===== config.mk =====
export PLATFORM = sky130hd
export DESIGN_NAME = up_sample2x
export DESIGN_NICKNAME = d
export VERILOG_FILES = /design/src/rtl/up_pkg.sv /design/src/rtl/up_line_buf.sv /design/src/rtl/up_sample2x.sv
export SDC_FILE = /design/constraint.sdc
export NUM_CORES = 2
export LEC_CHECK = 0
export BUFFER_PORTS_ARGS = -buffer_cell sky130_fd_sc_hd__buf_2
export CAP_MARGIN = 20
export CORE_ASPECT_RATIO = 1.4
export CORE_MARGIN = 8
export CORE_UTILIZATION = 40
export CTS_BUF_LIST = sky130_fd_sc_hd__clkbuf_16
export DETAILED_ROUTE_END_ITERATION = 16
export SYNTH_ARGS = -nofsm -noshare
export SYNTH_HDL_FRONTEND = slang
export SYNTH_SLANG_ARGS = --single-unit

===== constraint.sdc =====
create_clock -name clk -period 13.2 [get_ports clk]
set_clock_uncertainty 0.2 [all_clocks]
set_input_delay 0.66 -clock clk [delete_from_list [all_inputs] [get_ports clk]]
set_output_delay 0.66 -clock clk [all_outputs]
set_load 0.01 [all_outputs]

===== src/rtl/up_pkg.sv =====
// Shared types and constants for the 2x2 nearest-neighbour up-sampler.
package up_pkg;

  localparam int UP_DW        = 8;
  localparam int UP_DN        = 6;
  localparam int UP_BUF_DEPTH = 64;
  localparam int UP_IDX_W     = 6;

  typedef enum logic {
    ST_ROW0 = 1'b0,
    ST_ROW1 = 1'b1
  } up_state_e;

  // A width code of 0 stands for a full 64-beat row.
  function automatic logic [UP_IDX_W:0] decode_width(input logic [UP_IDX_W-1:0] w);
    return (w == '0) ? 7'd64 : {1'b0, w};
  endfunction

endpackage


===== src/rtl/up_line_buf.sv =====
// Simple dual-port line buffer: one write port, one registered read port.
module up_line_buf #(
  parameter int VW    = 48,
  parameter int DEPTH = 64,
  parameter int AW    = $clog2(DEPTH)
) (
  input  logic          clk,
  input  logic          i_wr_en,
  input  logic [AW-1:0] i_wr_addr,
  input  logic [VW-1:0] i_wr_data,
  input  logic [AW-1:0] i_rd_addr,
  output logic [VW-1:0] o_rd_data
);

  logic [VW-1:0] r_mem [DEPTH];

  // NOTE: the array has no reset so it can map onto block/distributed RAM;
  // every entry is written in ROW0 before ROW1 reads it.
  always_ff @(posedge clk) begin
    if (i_wr_en) r_mem[i_wr_addr] <= i_wr_data;
    o_rd_data <= r_mem[i_rd_addr];
  end

endmodule


===== src/rtl/up_sample2x.sv =====
// 2x2 nearest-neighbour up-sampler: each beat is emitted twice, each row replayed
// once from the line buffer. Bypass mode forwards beats with one cycle of latency.
module up_sample2x
  import up_pkg::*;
#(
  parameter int DW        = UP_DW,
  parameter int DN        = UP_DN,
  parameter int BUF_DEPTH = UP_BUF_DEPTH
) (
  input  logic                clk,
  input  logic                rst,
  input  logic [DN*DW-1:0]    m_data,
  input  logic                m_valid,
  output logic                m_ready,
  input  logic [UP_IDX_W-1:0] m_width,
  input  logic                m_up_en,
  output logic [DN*DW-1:0]    s_data,
  output logic                s_valid,
  input  logic                s_ready
);

  localparam int VW = DN * DW;

  up_state_e             r_state,   w_state_nxt;
  logic [UP_IDX_W-1:0]   r_idx,     w_idx_nxt;
  logic                  r_phase,   w_phase_nxt;
  logic                  r_up_en,   w_up_en_nxt;
  logic [UP_IDX_W:0]     r_width,   w_width_nxt;
  logic [VW-1:0]         r_hold,    w_hold_nxt;
  logic [VW-1:0]         r_s_data,  w_s_data_nxt;
  logic                  r_s_valid, w_s_valid_nxt;

  logic                  w_load, w_row_start, w_up_en, w_last, w_accept, w_wr_en;
  logic [UP_IDX_W:0]     w_width;
  logic [UP_IDX_W-1:0]   w_idx_inc;
  logic [VW-1:0]         w_rd_data;

  assign w_load      = !r_s_valid || s_ready;
  assign w_row_start = (r_state == ST_ROW0) && (r_idx == '0) && !r_phase;

  // Config is taken live from the ports on the first beat of a row pair.
  assign w_up_en   = w_row_start ? m_up_en : r_up_en;
  assign w_width   = w_row_start ? decode_width(m_width) : r_width;
  assign w_last    = ({1'b0, r_idx} == (w_width - 7'd1));
  assign w_idx_inc = w_last ? '0 : r_idx + 6'd1;

  assign m_ready  = !rst && w_load && (r_state == ST_ROW0) && !r_phase;
  assign w_accept = m_valid && m_ready;

  assign s_data  = r_s_data;
  assign s_valid = r_s_valid;

  // NOTE: every output gets a default first so no path leaves it unassigned (no latches).
  always_comb begin
    w_state_nxt   = r_state;
    w_idx_nxt     = r_idx;
    w_phase_nxt   = r_phase;
    w_up_en_nxt   = r_up_en;
    w_width_nxt   = r_width;
    w_hold_nxt    = r_hold;
    w_s_data_nxt  = r_s_data;
    w_s_valid_nxt = r_s_valid;
    w_wr_en       = 1'b0;

    if (w_load) begin
      w_s_valid_nxt = 1'b0;
      unique case (r_state)
        ST_ROW0: begin
          if (!r_phase) begin
            if (w_accept) begin
              w_s_data_nxt  = m_data;
              w_s_valid_nxt = 1'b1;
              if (w_row_start) begin
                w_up_en_nxt = m_up_en;
                w_width_nxt = decode_width(m_width);
              end
              if (w_up_en) begin
                w_wr_en     = 1'b1;
                w_hold_nxt  = m_data;
                w_phase_nxt = 1'b1;
              end else begin
                w_idx_nxt = w_idx_inc;
              end
            end
          end else begin
            w_s_data_nxt  = r_hold;
            w_s_valid_nxt = 1'b1;
            w_phase_nxt   = 1'b0;
            w_idx_nxt     = w_idx_inc;
            if (w_last) w_state_nxt = ST_ROW1;
          end
        end
        ST_ROW1: begin
          w_s_data_nxt  = w_rd_data;
          w_s_valid_nxt = 1'b1;
          w_phase_nxt   = !r_phase;
          if (r_phase) begin
            w_idx_nxt = w_idx_inc;
            if (w_last) w_state_nxt = ST_ROW0;
          end
        end
        default: w_state_nxt = ST_ROW0;
      endcase
    end
  end

  always_ff @(posedge clk) begin
    if (rst) begin
      r_state   <= ST_ROW0;
      r_idx     <= '0;
      r_phase   <= 1'b0;
      r_up_en   <= 1'b0;
      r_width   <= 7'd64;
      r_hold    <= '0;
      r_s_data  <= '0;
      r_s_valid <= 1'b0;
    end else begin
      r_state   <= w_state_nxt;
      r_idx     <= w_idx_nxt;
      r_phase   <= w_phase_nxt;
      r_up_en   <= w_up_en_nxt;
      r_width   <= w_width_nxt;
      r_hold    <= w_hold_nxt;
      r_s_data  <= w_s_data_nxt;
      r_s_valid <= w_s_valid_nxt;
    end
  end

  // Reading at the next index prefetches the entry ROW1 emits on the following load.
  up_line_buf #(
    .VW   (VW),
    .DEPTH(BUF_DEPTH),
    .AW   (UP_IDX_W)
  ) u_line_buf (
    .clk      (clk),
    .i_wr_en  (w_wr_en),
    .i_wr_addr(r_idx),
    .i_wr_data(m_data),
    .i_rd_addr(w_idx_nxt),
    .o_rd_data(w_rd_data)
  );

endmodule

# Word level (Yosys, flattened, before mapping)
# Memory sizes are Yosys's and may differ from the RTL's. A register that Yosys moved wholly into a read port is not among the register bits.
# Cells that the tools add are included.
[classes] n_shift=0 n_addsub=2 multipliers=0 n_mux=29 reduce_logical=15 bitwise=2 n_eq_ne=2 n_lt_le_gt_ge=0 div=0
[ops] cell="$mux W48" count=2
[ops] cell="$pmux W48 S2" count=1
[ops] cell="$mux W6" count=6
[ops] cell="$mux W1" count=14
[ops] cell="$mux W7" count=2
[ops] cell="$logic_not A6 Y1" count=2
[ops] cell="$pmux W6 S2" count=1
[ops] cell="$eq A6 B7 Y1" count=1
[ops] cell="$sub A7 B1 Y7 const B" count=1
[ops] cell="$add A6 B1 Y6 const B" count=1
[ops] cell="$logic_and A1 B1 Y1" count=6
[ops] cell="$pmux W1 S2" count=3
[ops] cell="$reduce_and A5 Y1" count=1
[ops] cell="$reduce_and A4 Y1" count=1
[ops] cell="$logic_not A1 Y1" count=3
[ops] cell="$ne A3 B3 Y1 const B" count=1
[ops] cell="$not A1 Y1" count=2
[ops] cell="$reduce_and A2 Y1" count=1
[ops] cell="$logic_or A1 B1 Y1" count=1
[totals] ram_bits=3072 n_memories=1 reg_bits=113 latchBits=0 output_inout_bits=50 mem_bits_ro=0
[memory_table] name="u_line_buf.r_mem" words=64 width=48 rd=1 rd_ports_with_merged_regs=1 write_ports=1 line_no="up_line_buf.sv:15" source="logic [VW-1:0] r_mem [DEPTH];"

# Logic depth before layout (Yosys ltp)
[depth] depth_word=12 ltp_mapped=27

# Cells and area by module
# From an unflattened synthesis, not the netlist that was laid out.
[unflattened] hier_cells=5715 hier_area_um2=122637.6
[modules_own_cells] module="up_line_buf" cells_each=4970 n_inst=1 area_each_um2=117117.3
[modules_own_cells] module="up_sample2x" cells_each=745 n_inst=1 area_each_um2=5520.3

# Least setup slack after synthesis
# No wires, ideal clock.
[synth_timing] path_kind="register to register" start="register r_idx[0]" end="register u_line_buf.o_rd_data[20], read port of u_line_buf.r_mem" n_path_buf=8 stages_incl_launch_ff=27 setup_time_ns=0.117 required_time_ns=12.883 arrival_ns=5.770 synth_period_minus_slack_ns=6.087 slack_ns=7.113 path_cell_list="dfxtp_1 buf_2 inv_1 clkbuf_1 clkbuf_1 clkbuf_1 ha_1 or4b_4 nor2_8 mux2_4 inv_1 ha_1 nor3b_1 a21boi_0 o21ai_0 o2111a_1 nand3_2 o21ai_2 buf_4 buf_4 buf_2 buf_2 mux2i_1 o22ai_1 nor4_1 nand2_1 a32o_1"
[synth_between] elab_chain_len=12 word_cells_on_any_way=15
[synth_rtl] item="start, declared" line_no="up_sample2x.sv:25" source="logic [UP_IDX_W-1:0] r_idx, w_idx_nxt;"
[synth_rtl] item="start signal, assigned" line_no="up_sample2x.sv:119" source="r_idx <= w_idx_nxt;"
[synth_rtl] item="$logic_not A6 Y1" line_no="up_sample2x.sv:39" source="assign w_row_start = (r_state == ST_ROW0) && (r_idx == '0) && !r_phase;"
[synth_rtl] item="$logic_and A1 B1 Y1 (2 in a row)" line_no="up_sample2x.sv:39"
[synth_rtl] item="$mux W7"
[synth_rtl] item="$sub A7 B1 Y7" line_no="up_sample2x.sv:44" source="assign w_last = ({1'b0, r_idx} == (w_width - 7'd1));"
[synth_rtl] item="$eq A6 B7 Y1" line_no="up_sample2x.sv:44"
[synth_rtl] item="$mux W6" line_no="up_sample2x.sv:45" source="assign w_idx_inc = w_last ? '0 : r_idx + 6'd1;"
[synth_rtl] item="$mux W6" line_no="up_sample2x.sv:77" source="if (w_up_en) begin"
[synth_rtl] item="$mux W6" line_no="up_sample2x.sv:70" source="if (w_accept) begin"
[synth_rtl] item="$mux W6" line_no="up_sample2x.sv:69" source="if (!r_phase) begin"
[synth_rtl] item="$pmux W6 S2" line_no="up_sample2x.sv:67" source="unique case (r_state)"
[synth_rtl] item="$mux W6 (*)" line_no="up_sample2x.sv:65" source="if (w_load) begin"
[synth_rtl] item="end, declared" line_no="up_line_buf.sv:12" source="output logic [VW-1:0] o_rd_data"
# Mark *: on every way between the ends. The rest lies on a longest branch, timed or not.
# A chain may end at the register's enable or synchronous reset.

# Worst setup path after layout
[layout_timing] start="register r_idx[3]" end="register u_line_buf.o_rd_data[43], read port of u_line_buf.r_mem"
# Same word-level chain as after synthesis.

==> flow_metrics.tcl <==
set metrics [dict create \
    status "completed" \
    clkPwrFrac_pct 37.3 \
    slew_violations 0 \
    crit_family "compound AO/OA/AOI/OAI gates" \
    synth.most_common_cell "edfxtp_1" \
    core-area_mm2 0.3287 \
    syn_nets 9690 \
    vdd_drop_max_uv 107.4 \
    min_period_over_period_pct 63.88 \
    yosysUniqueCellTypes 95 \
    critPathSlowestCell "nand4_2" \
    drtPass1Iterations 9 \
    fmax_mhz 118.6 \
    cts_tree "done" \
    rsz0062_at_grt "no" \
    synth.top_cell.area_share_pct 69.84 \
    ys_warn_count 0 \
    synth_edf_count 3072 \
    worstPathRequired_ns 13.81 \
    cts_sinks 3233 \
    period_needed_ns 8.432 \
    ctsLongestPathBuffers 4 \
    p_per_area_mw_per_mm2 153.6 \
    drt-total-wl_mm 489.5 \
    async_flop_share_pct 0 \
    cp_common_cell "buf_4" \
    final_cells 14310 \
    max-slew-margin-rel_pct 15.11 \
    gr-total-overflow 0 \
    tns_ns 0 \
    synthTopCellsByCount "3,072 x edfxtp_1, 1,984 x nand2_1, 1,007 x a21oi_1, 452 x mux2i_1, 346 x clkbuf_1" \
    cp-end-kind "flop" \
    antenna_found_initial 41 \
    die_w_um 501.7 \
    grt_pass1_wl_mm 667.1 \
    nets 9729 \
    clk_pin_slew_ns 0.07 \
    grt_pass1_vias 86060 \
    crit_buf_inv 4 \
    io_pins 109 \
    start_util_pct 40.19 \
    cp_max_fo 30 \
    synthTopCellsByArea "edfxtp_1 70%, nand2_1 5.6%, a21oi_1 3.8%, mux2i_1 3.4%, dfxtp_1 2.4%" \
    synth_largest_area_cell "edfxtp_1" \
    drc 0 \
    syn-cell-area_mm2 0.1321 \
    netSwitchingFraction_pct 25.95 \
    dp_cells 13740 \
    cpPeakStageDelay_ns 0.91 \
    htreeDepth 5 \
    grt_max_degree 151 \
    vias 91290 \
    vias_per_cell 6.379 \
    hold_path_class "in -> reg" \
    root_buffer "clkbuf_16" \
    avgSynthCellArea_um2 13.72 \
    leakagePower_nw 50.13 \
    cts_buffers 297 \
    synth_cells 9628 \
    p_sw_mw 5.904 \
    cts_setup_buffers 0 \
    ys_ff_latch 3233 \
    avgRoutedWirePerCell_um 34.21 \
    first_iter_violations 15440 \
    die_y_um 695.9 \
    setup_viol_count_final 0 \
    io_buffers 108 \
    seqPwrFrac_pct 50.1 \
    cp_cell_sequence "or3_1 > nor2_8 > mux2_4 > inv_1 > ha_1 > nor3b_1 > a21boi_0 > o21ai_0 > o2111a_1 > nand4_2 > o21ai_4 > buf_4 > nand2_1 > buf_4 > nor2_1 > buf_4 > a22oi_1 > o21ai_0 > a211o_1" \
    intPower_mw 16.85 \
    num_rows 249 \
    grt_usage_pct 26.74 \
    hold_viol_final 0 \
    finalPower_mw 22.75 \
    power_frac_comb_pct 12.5 \
    drive_gt1_share_pct 11.10 \
    path_class "reg -> reg" \
    cap_violations 0 \
    clock_latency_ns 0.90 \
    ant_nets 0 \
    ys_seq_area_share_pct 72.28 \
    synthFlopType "edfxtp_1" \
    die-area_mm2 0.3491 \
    hpwl_mm 266.2 \
    syn_to_final_growth_pct 12.14 \
    worst_slew_pin_slew_ns 1.263 \
    cp_data_arrival_time_ns 9.04 \
    cp-start-kind "flop" \
    gp_congestion 0.8957 \
]
cells by family (layout without fill, tap and decap cells):
kind of cell,after synthesis,after routing,share of synthesized area (%)
xor gates and xnor gates,8,8,0.06442
other,0,18,0
AOI/OAI and AO/OA,2321,2321,11.36
and+or+nand+nor,2747,2747,8.532
DFF,3233,3233,72.28
adders and majority gates,3,3,0.02842
buffers and inverters,719,992,2.334
muxes,597,597,5.406
through the flow:
step / area [µm²] / utilization, % / setup slack, ns / hold slack, ns
CTS: 147900 / 45.01 / 5.039 / 0.03466
detailed placement: 138600 / 42.15 / 5.061 / 0.2465
global placement: 138500 / 42.13 / 5.066 / 0.2407
floorplan: 132100 / - / 7.113 / 0.2360
global route: 148100 / 45.06 / 4.605 / 0.06791
finish: 148100 / 45.07 / 4.768 / 0.07773
state kept, by name, indices dropped and copies added (netlist names):
name	cells
u_line_buf.r_mem	3072
r_width	7
u_line_buf.o_rd_data	48
s_valid	1
r_state	1
r_idx	6
r_up_en	1
r_hold	48
r_phase	1
s_data	48
worst reg2reg max path: stages, from the launching register on:
cell      delay, ns
dfxtp_1        0.76
or3_1          0.85
nor2_8         0.07
mux2_4         0.36
inv_1          0.10
ha_1           0.26
nor3b_1        0.28
a21boi_0       0.15
o21ai_0        0.38
o2111a_1       0.68
nand4_2        0.92
o21ai_4        0.78
buf_4          0.68
nand2_1        0.16
buf_4          0.39
nor2_1         0.22
buf_4          0.34
a22oi_1        0.13
o21ai_0        0.45
a211o_1        0.19
routing by layer:
layer,GRT usage (%),up-vias,routed length [µm]
li1,-,36960,-
met1,32.86,45960,167200
met2,43.36,6728,228300
met3,5.569,1622,57350
met4,16.52,18,36600
met5,0,-,123
power groups by stage:
stage | Combinational, mW | Clock [mW] | Sequential (mW)
finish | 2.85 | 8.49 | 11.4
global route | 3.00 | 8.87 | 11.4
CTS | 2.80 | 8.52 | 11.4
detailed placement | 2.79 | 0 | 11.6
global placement | 2.74 | 0 | 11.6
floorplan | 1.82 | 0 | 11.5
layout make-up:
cell class | count | area, µm²
inverters | 24 | 90.09
multi-input cells | 5676 | 34350
repair buffers | 435 | 3371
well taps | 4392 | 5495
flip-flops and latches | 3233 | 95480
clock buffers | 307 | 7682
clock inverters | 226 | 1605
diodes | 18 | 45.04
fillers | 28600 | 180600
path summary, 6_finish.rpt:
check                                             start                            endpoint  slack, ns  depth (start not counted)
worst min-delay path                         m_data[23]  u_line_buf.r_mem[49][23]$_DFFE_PP_       0.08                          1
worst max register to register      r_idx[3]$_SDFF_PP0_    u_line_buf.o_rd_data[43]$_DFF_P_       4.77                         19
worst max-delay path                r_idx[3]$_SDFF_PP0_    u_line_buf.o_rd_data[43]$_DFF_P_       4.77                         19
worst min register to register  r_hold[16]$_SDFFE_PP0P_             r_hold[16]$_SDFFE_PP0P_       0.26                          2
placed cells by master (no fill, tap or decap), types with 15 or more instances in the layout:
master and count:
a2111oi_0 15, a211o_1 38, a211oi_1 131, a21o_1 16, a21oi_1 1003, a221o_1 16, a221oi_1 58, a22o_1 17
a22oi_1 65, a311oi_1 17, a31o_2 15, a31oi_1 103, a32o_1 91, a32oi_1 115, and3_1 28, buf_12 24
buf_2 107, buf_4 287, bufinv_16 23, clkbuf_16 307, clkinv_1 53, clkinv_2 39, dfxtp_1 158, diode_2 18
edfxtp_1 3072, inv_1 110, mux2_2 47, mux2i_1 452, mux4_2 87, nand2_1 1975, nand3_1 236, nand4_1 22
nor2_1 232, nor2_4 67, nor3_1 41, nor4_1 53, o211a_1 15, o211ai_1 81, o21ai_0 143, o22ai_1 237
timing repair:
item,in CTS,in global routing
hold buffers,10,2
hold endpoints to repair,53,8
resized for setup,0,0
Note: power is estimated with default switching activity, not from simulation.
